**src/rtl/ysyx_22050039_pkg.sv**
```systemverilog
// Shared fetch-path definitions: datapath widths, boot PC and the fetch-queue entry layout.
package ysyx_22050039_pkg;

  localparam int XLEN = 64;
  localparam int ILEN = 32;

  localparam logic [XLEN-1:0] RESET_PC = 64'h8000_0000;

  typedef struct packed {
    logic [XLEN-1:0] pc;
    logic [ILEN-1:0] inst;
    logic            alloc;
    logic            filled;
  } ifq_entry_t;

endpackage

```
**src/rtl/ysyx_22050039_ifq.sv**
```systemverilog
// Instruction fetch queue: issues in-order fetches, pairs returned words with their PC in a
// ring buffer and hands {pc, inst} to decode; a flush drops everything queued or in flight.
module ysyx_22050039_ifq
  import ysyx_22050039_pkg::*;
#(
  parameter int DEPTH = 2
) (
  input  logic            clk,
  input  logic            rst,
  input  logic [XLEN-1:0] fetch_pc,
  output logic            fetch_adv,
  output logic            req_valid,
  input  logic            req_ready,
  output logic [XLEN-1:0] req_addr,
  input  logic            resp_valid,
  input  logic [ILEN-1:0] resp_data,
  input  logic            flush,
  output logic            out_valid,
  input  logic            out_ready,
  output logic [XLEN-1:0] out_pc,
  output logic [ILEN-1:0] out_inst
);

  localparam int PW = $clog2(DEPTH);
  localparam int CW = $clog2(DEPTH + 1);

  ifq_entry_t       entry_reg [DEPTH];
  ifq_entry_t       head;
  logic [PW-1:0]    alloc_ptr_reg;
  logic [PW-1:0]    fill_ptr_reg;
  logic [PW-1:0]    head_ptr_reg;
  logic [CW-1:0]    used_reg;
  logic [CW-1:0]    drop_cnt_reg;
  logic [CW-1:0]    unfilled_cnt;
  logic [CW-1:0]    outstanding;
  logic [CW-1:0]    drop_cnt_flush;
  logic [DEPTH-1:0] alloc_sel;
  logic [DEPTH-1:0] fill_sel;
  logic [DEPTH-1:0] deq_sel;
  logic [DEPTH-1:0] pending_vec;
  logic             resp_fill;
  logic             resp_drop;
  logic             deq;

  assign head      = entry_reg[head_ptr_reg];
  assign req_valid = rst & ~flush & (used_reg < CW'(DEPTH)) & (drop_cnt_reg == '0);
  assign fetch_adv = req_valid & req_ready;
  assign req_addr  = fetch_pc;
  assign out_valid = rst & ~flush & head.filled;
  assign out_pc    = head.pc;
  assign out_inst  = head.inst;
  assign deq       = out_valid & out_ready;
  assign resp_fill = resp_valid & ~flush & (drop_cnt_reg == '0);
  assign resp_drop = resp_valid & ~flush & (drop_cnt_reg != '0);

  genvar gi;
  generate
    for (gi = 0; gi < DEPTH; gi++) begin : g_sel
      assign alloc_sel[gi]   = fetch_adv & (alloc_ptr_reg == PW'(gi));
      assign fill_sel[gi]    = resp_fill & (fill_ptr_reg == PW'(gi));
      assign deq_sel[gi]     = deq & (head_ptr_reg == PW'(gi));
      assign pending_vec[gi] = entry_reg[gi].alloc & ~entry_reg[gi].filled;
    end
  endgenerate

  always_comb begin
    unfilled_cnt = '0;
    for (int i = 0; i < DEPTH; i++) begin
      unfilled_cnt = unfilled_cnt + CW'(pending_vec[i]);
    end
  end

  // Every request still owed a word after the flush must be swallowed; a word arriving in
  // the flush cycle itself settles one of them.
  assign outstanding    = drop_cnt_reg + unfilled_cnt;
  assign drop_cnt_flush = (resp_valid && outstanding != '0) ? outstanding - CW'(1) : outstanding;

  always_ff @(posedge clk or negedge rst) begin
    if (!rst) begin
      for (int i = 0; i < DEPTH; i++) begin
        entry_reg[i] <= '0;
      end
    end else if (flush) begin
      for (int i = 0; i < DEPTH; i++) begin
        entry_reg[i].alloc  <= 1'b0;
        entry_reg[i].filled <= 1'b0;
      end
    end else begin
      for (int i = 0; i < DEPTH; i++) begin
        if (deq_sel[i]) begin
          entry_reg[i].alloc  <= 1'b0;
          entry_reg[i].filled <= 1'b0;
        end
        if (fill_sel[i]) begin
          entry_reg[i].inst   <= resp_data;
          entry_reg[i].filled <= 1'b1;
        end
        if (alloc_sel[i]) begin
          entry_reg[i].pc     <= fetch_pc;
          entry_reg[i].alloc  <= 1'b1;
          entry_reg[i].filled <= 1'b0;
        end
      end
    end
  end

  always_ff @(posedge clk or negedge rst) begin
    if (!rst) begin
      alloc_ptr_reg <= '0;
      fill_ptr_reg  <= '0;
      head_ptr_reg  <= '0;
      used_reg      <= '0;
      drop_cnt_reg  <= '0;
    end else if (flush) begin
      alloc_ptr_reg <= '0;
      fill_ptr_reg  <= '0;
      head_ptr_reg  <= '0;
      used_reg      <= '0;
      drop_cnt_reg  <= drop_cnt_flush;
    end else begin
      if (fetch_adv) alloc_ptr_reg <= alloc_ptr_reg + PW'(1);
      if (resp_fill) fill_ptr_reg <= fill_ptr_reg + PW'(1);
      if (deq) head_ptr_reg <= head_ptr_reg + PW'(1);
      if (fetch_adv && !deq) begin
        used_reg <= used_reg + CW'(1);
      end else if (deq && !fetch_adv) begin
        used_reg <= used_reg - CW'(1);
      end
      if (resp_drop) drop_cnt_reg <= drop_cnt_reg - CW'(1);
    end
  end

  // A returned word must belong to a live or to-be-dropped request.
  a_resp_has_owner : assert property (@(posedge clk) disable iff (!rst)
    resp_valid |-> (outstanding != '0));

endmodule

```
**config.mk**
```make
export PLATFORM = sky130hd
export DESIGN_NAME = ysyx_22050039_ifq
export DESIGN_NICKNAME = d
export VERILOG_FILES = /design/src/rtl/ysyx_22050039_pkg.sv /design/src/rtl/ysyx_22050039_ifq.sv
export SDC_FILE = /design/constraint.sdc
export NUM_CORES = 1
export LEC_CHECK = 0
export ABC_AREA = 1
export CORE_UTILIZATION = 35
export DETAILED_ROUTE_END_ITERATION = 10
export SLEW_MARGIN = 20
export SYNTH_ARGS = -nofsm -noshare
export SYNTH_HDL_FRONTEND = slang
export SYNTH_SLANG_ARGS = --single-unit
```
**constraint.sdc**
```tcl
create_clock -name clk -period 1.8 [get_ports clk]
set_input_delay 0.54 -clock clk [delete_from_list [all_inputs] [get_ports clk]]
set_output_delay 0.54 -clock clk [all_outputs]
set_load 0.02 [all_outputs]
```
[Word level (Yosys, flattened, before mapping)]
Cells that the tools add are included.
Cells by class
  add/subtract/negate cells: 9
  $mul: 0
  div/mod/pow operators: 0
  magnitude comparators: 2
  equal/unequal tests: 0
  shifts and indexed selects: 0
  multiplexer cells: 23
  bitwise operators: 24
  reductions and logical operators: 21
Operator list (number)
  $mux W98: 3
  $mux W2: 12
  $and A1 B1 Y1: 17
  $reduce_bool A2 Y1: 6
  $reduce_bool A3 Y1: 3
  $mux W1: 8
  $reduce_and A2 Y1: 4
  $reduce_bool A4 Y1: 2
  $not A1 Y1: 6
  $sub A2 B1 Y2 const B: 3
  $add A1 B1 Y1 const B: 3
  $logic_and A1 B1 Y1: 3
  $add A1 B1 Y2: 1
  $add A2 B1 Y2 const B: 1
  $add A2 B2 Y2: 1
  $ge A2 B2 Y1 const B: 1
  $logic_not A1 Y1: 2
  $logic_not A2 Y1: 1
  $lt A2 B2 Y1 const B: 1
  $not A1 Y2: 1
Storage, ports and cells
  bits in registers: 203
  latch bits: 0
  bits in writable memories: 0
  bits in read-only memories: 0
  output and inout bits: 163
  word-level logic and storage cells: 92
  memories: 0

[Logic depth before layout (Yosys ltp)]
  depth after elaboration: 11
  mapped depth: 11
  gate-level depth less buffers: 11

[Least setup slack after synthesis]
No wires, ideal clock.
  path kind: register to register
  start: register entry_reg[99] in the netlist's numbering
  end: register drop_cnt_reg[1]
  library setup time: 0.082 ns
  arrival time: 1.723 ns
  slack: -0.004 ns
  cell stages (with the launch flop): 11
  clock period less this slack: 1.804 ns
  cells stage by stage: dfrtp_1 > inv_1 > nor2_1 > fa_1 > xor2_1 > inv_1 > ha_1 > nor2_1 > inv_1 > or2_0 > a31oi_1
On the way
  longest elaborated chain between the ends: 7
  elaborated cells between the ends (all ways): 8
  classes of those cells: add/sub: 3; mux: 2; bitwise: 1; reduce/logical: 2
Ends and longest elaborated chain
  start, declared: line ysyx_22050039_ifq.sv:27  | ifq_entry_t entry_reg [DEPTH];
  $and A1 B1 Y1 *: line ysyx_22050039_ifq.sv:62  | assign pending_vec[gi] = entry_reg[gi].alloc & ~entry_reg[gi].filled;
  $add A1 B1 Y2 *: line ysyx_22050039_ifq.sv:69  | unfilled_cnt = unfilled_cnt + CW'(pending_vec[i]);
  $add A2 B2 Y2 *: line ysyx_22050039_ifq.sv:75  | assign outstanding = drop_cnt_reg + unfilled_cnt;
  parallel branches: the longest is 2 deep, another holds $sub A2 B1 Y2
  $mux W2 *: line ysyx_22050039_ifq.sv:76  | assign drop_cnt_flush = (resp_valid && outstanding != '0) ? outstanding - CW'(1) : outstanding;
  $mux W2 *: line ysyx_22050039_ifq.sv:114  | end else if (flush) begin
  end signal, assigned: line ysyx_22050039_ifq.sv:119  | drop_cnt_reg <= drop_cnt_flush;
  end signal, assigned: line ysyx_22050039_ifq.sv:129  | if (resp_drop) drop_cnt_reg <= drop_cnt_reg - CW'(1);
  end, declared: line ysyx_22050039_ifq.sv:33  | logic [CW-1:0] drop_cnt_reg;
Every way passes the cells marked *.
A chain may end at the register's enable or synchronous reset.

[Worst setup path in the final report]
  start: register head_ptr_reg
  end: output port out_inst[4]
On the way
  longest elaborated chain between the ends: 4
Ends and longest elaborated chain
  start, declared: line ysyx_22050039_ifq.sv:31  | logic [PW-1:0] head_ptr_reg;
  start signal, assigned: line ysyx_22050039_ifq.sv:123  | if (deq) head_ptr_reg <= head_ptr_reg + PW'(1);
  $not A1 Y2 (implied by the code): line ysyx_22050039_ifq.sv:45  | assign head = entry_reg[head_ptr_reg];
  $mux W98 (implied by the code) (3 in a row): line ysyx_22050039_ifq.sv:45
  end, declared: line ysyx_22050039_ifq.sv:21  | output logic [ILEN-1:0] out_inst
Every way passes these cells. The select of a mux whose other input is x is not followed.

==> impl_results.md <==
* Endpoint of the worst register-to-register path: drop_cnt_reg[1]$_DFFE_PN0P_
* Period utilisation layout at 1.23
* Post-Synthesis Mean Instance Area at 8.33 um^2
* Initial core utilization at 0.360
* Yosys reg bits at 203
* Total number of placement rows at 60
* Syn nets at 1,283
* Post-DP HPWL at 16,600 um
* Number of H-tree levels at 1
* Inst Count DP at 1,790
* Fraction of the yosys area taken by sequential cells at 0.518
* Most used cells in the layout excluding fill and tap cells: sky130_fd_sc_hd__nand2_1, sky130_fd_sc_hd__dfrtp_1, sky130_fd_sc_hd__o21ai_1, sky130_fd_sc_hd__nand2_2, sky130_fd_sc_hd__inv_1
* Wire per inst at 14.2 um
* Area taken by multi-input logic gates at 0.00380 mm^2
* Pin slew with the least headroom to its limit at 0.899 ns
* Overflow after GRT at 0
* Routed Antenna Nets at 0
* Standard cell core area at 0.0273 mm^2
* Violations in the final reports: negative setup slack
* Combined flip-flop and latch cell area at 0.00508 mm^2
* Die Width at 169 um
* Port buffer count at 264
* Power per Cell Area at 1380 mW/mm^2
* Post-layout min period at 2.21 ns
* Clock skew at 0.00762 ns
* Worst path arrival time at 1.67 ns
* Fraction of final layout cells with drive strength greater than 1 at 0.373
* Number of CTS-inserted buffers at 24
* Final count of negative-setup-slack endpoints at 101
* Fmax achieved at 453 MHz
* DRC viols at 0
* Type of destination of the critical path: output port
* Final Slew Violations at 0
* Critical R2R Launch: drop_cnt_reg[0]$_DFFE_PN0P_
* First-pass iteration count of the detailed router at 5
* Detailed-route via count at 8,288
* Final worst setup slack at -0.410 ns
* Slew headroom at 0.401
* Most frequent standard cell in the layout excluding fill and tap cells: sky130_fd_sc_hd__nand2_1
* Warnings, synthesis at 0
* Buffer type at the clock tree root: sky130_fd_sc_hd__clkbuf_16
* Worst reg-to-reg setup slack at -0.11 ns
* Antenna cell count at 0
* Number of flip-flops under the largest register name at 196
* Largest net degree at the start of global routing at 135
* Post-Syn Area at 0.00981 mm^2
* Layout Cells excl Fill at 1,856
* Vias in the first global route at 7,801
* CTS max path bufs at 3
* Post-Route Utilization at 0.529
* First-pass GRT wire length at 39,500 um
* Die height at 169 um
* Unrepaired setup endpoints after global routing: true
* Max IR drop VDD at 618 uV
* Critical path launch point type: register
* Synth unique cells at 30
* Worst min-delay path category: in2async
* Run status: finished with violations
* Count of clock tree sinks at 203
* Antenna violations before repair at 0
* Clock tree from TritonCTS: yes
* Global router's overall resource usage at 0.170
* I/O pin total at 265
* CTS clock-pin slew for the worst setup and hold paths at 0.06 ns
* Layout overhead on the synthesized area at 47.0%
* Routed Wire Length at 26,300 um
* Most frequently used flop master after synthesis: sky130_fd_sc_hd__dfrtp_1
* Post-synthesis instance total at 1,178
* Total of max-cap violations at 0
* Critical-path maximum fanout at 13
* P_leak at 7.56 nW
* Final weighted congestion in routability-driven placement at 0.760
* Final-report hold violation count at 0
* Crit path kind: reg2out
* Die outline area at 0.0287 mm^2
* Worst-case reg-to-reg path depth at 8
* Number of DRC markers after the initial detailed-route iteration at 634
* Worst Path Required at 1.26 ns
* Fillcell total at 2,564
* Clock latency at the later pin of the worst-skew pair at 0.50 ns
* Vias per cell at 4.47
* Setup tns final at -37.21 ns
* Post-synth ARST share at 1.00
* EDFF count, synth at 0
* Fin nets at 1,575
final cells by class:
cell class,instances,area share
sequential,203,0.352
timing repair buffer,393,0.267
multi-input combinational,732,0.263
clock buffer,33,0.0489
tap,372,0.0323
inverter,115,0.0310
clock inverter,7,0.00442
timing repair inverter,1,0.000434
repair_timing:
action,CTS,global route
pin swaps,10,37
gates cloned,2,14
endpoints found under the hold margin,0,0
hold buffers,0,0
setup endpoints to repair,165,123
buffers inserted,8,2
gates resized for setup,771,207
report_power, final:
part,switching (mW),leakage (nW),internal [mW]
clock,1.82,0.385,2.86
sequential,0.833,2.67,6.06
combinational,4.39,4.50,3.99
per-layer routing:
metal	vias up	routed length (um)	track usage
met5	-	0	0
met4	0	514	0.0384
met3	29	1820	0.0455
met2	222	12400	0.280
met1	3858	11500	0.222
li1	4179	-	-
cell usage after synthesis, types with 2 or more instances:
| master | number | area share |
|---|---|---|
| sky130_fd_sc_hd__nand2_1 | 499 | 0.19 |
| sky130_fd_sc_hd__dfrtp_1 | 203 | 0.52 |
| sky130_fd_sc_hd__o21ai_1 | 127 | 0.065 |
| sky130_fd_sc_hd__inv_1 | 109 | 0.042 |
| sky130_fd_sc_hd__o21ai_2 | 69 | 0.062 |
| sky130_fd_sc_hd__buf_4 | 65 | 0.050 |
| sky130_fd_sc_hd__buf_6 | 25 | 0.029 |
| sky130_fd_sc_hd__clkbuf_1 | 17 | 0.0065 |
| sky130_fd_sc_hd__buf_2 | 13 | 0.0066 |
| sky130_fd_sc_hd__buf_1 | 8 | 0.0031 |
| sky130_fd_sc_hd__nor2_1 | 6 | 0.0023 |
| sky130_fd_sc_hd__a21oi_1 | 5 | 0.0025 |
| sky130_fd_sc_hd__inv_2 | 5 | 0.0019 |
| sky130_fd_sc_hd__nand3_1 | 5 | 0.0025 |
| sky130_fd_sc_hd__o21ai_0 | 3 | 0.0015 |
| sky130_fd_sc_hd__ha_1 | 2 | 0.0025 |
| sky130_fd_sc_hd__nand2_2 | 2 | 0.0013 |
| sky130_fd_sc_hd__nand3_2 | 2 | 0.0020 |
| sky130_fd_sc_hd__xor2_1 | 2 | 0.0018 |
worst max-delay path by stage:
stage                        startpoint           end  slack [ns]  depth (start not counted)
6_report       head_ptr_reg$_DFFE_PN0P_   out_inst[4]       -0.41                          5
5_1_grt        head_ptr_reg$_DFFE_PN0P_   out_inst[4]       -0.45                          5
2_1_floorplan  head_ptr_reg$_DFFE_PN0P_  out_inst[24]       0.004                          6
3_3_place_gp                      flush     req_valid       -0.71                          6
3_5_place_dp                      flush     req_valid       -0.71                          6
4_1_cts        head_ptr_reg$_DFFE_PN0P_    out_pc[21]       -0.41                          5
critical path, stage by stage (launching register included):
cell and delay (ns):
sky130_fd_sc_hd__dfrtp_4 0.55, sky130_fd_sc_hd__buf_12 0.18, sky130_fd_sc_hd__buf_12 0.15, sky130_fd_sc_hd__nand2_1 0.06, sky130_fd_sc_hd__nand2_1 0.06, sky130_fd_sc_hd__buf_2 0.16
cell families after synthesis:
group / Yosys count / synth area share
simple gates: 520 / 0.204
buf+inv: 243 / 0.139
compound gates: 207 / 0.133
flops: 203 / 0.518
fa+ha+maj: 3 / 0.00459
xor+xnor: 2 / 0.00179
per-stage QoR:
step / setup slack, ns / power (mW) / area, um^2 / hold slack (ns)
2_1_floorplan: 0.00393 / 11.0 / 9810 / 0.244
3_5_place_dp: -0.710 / 14.5 / 13000 / 0.468
3_3_place_gp: -0.710 / 14.3 / 13000 / 0.464
5_1_grt: -0.453 / 21.2 / 14400 / 0.353
6_report: -0.410 / 19.9 / 14400 / 0.284
4_1_cts: -0.412 / 19.2 / 13500 / 0.351
(Power assumes the default switching activity.)
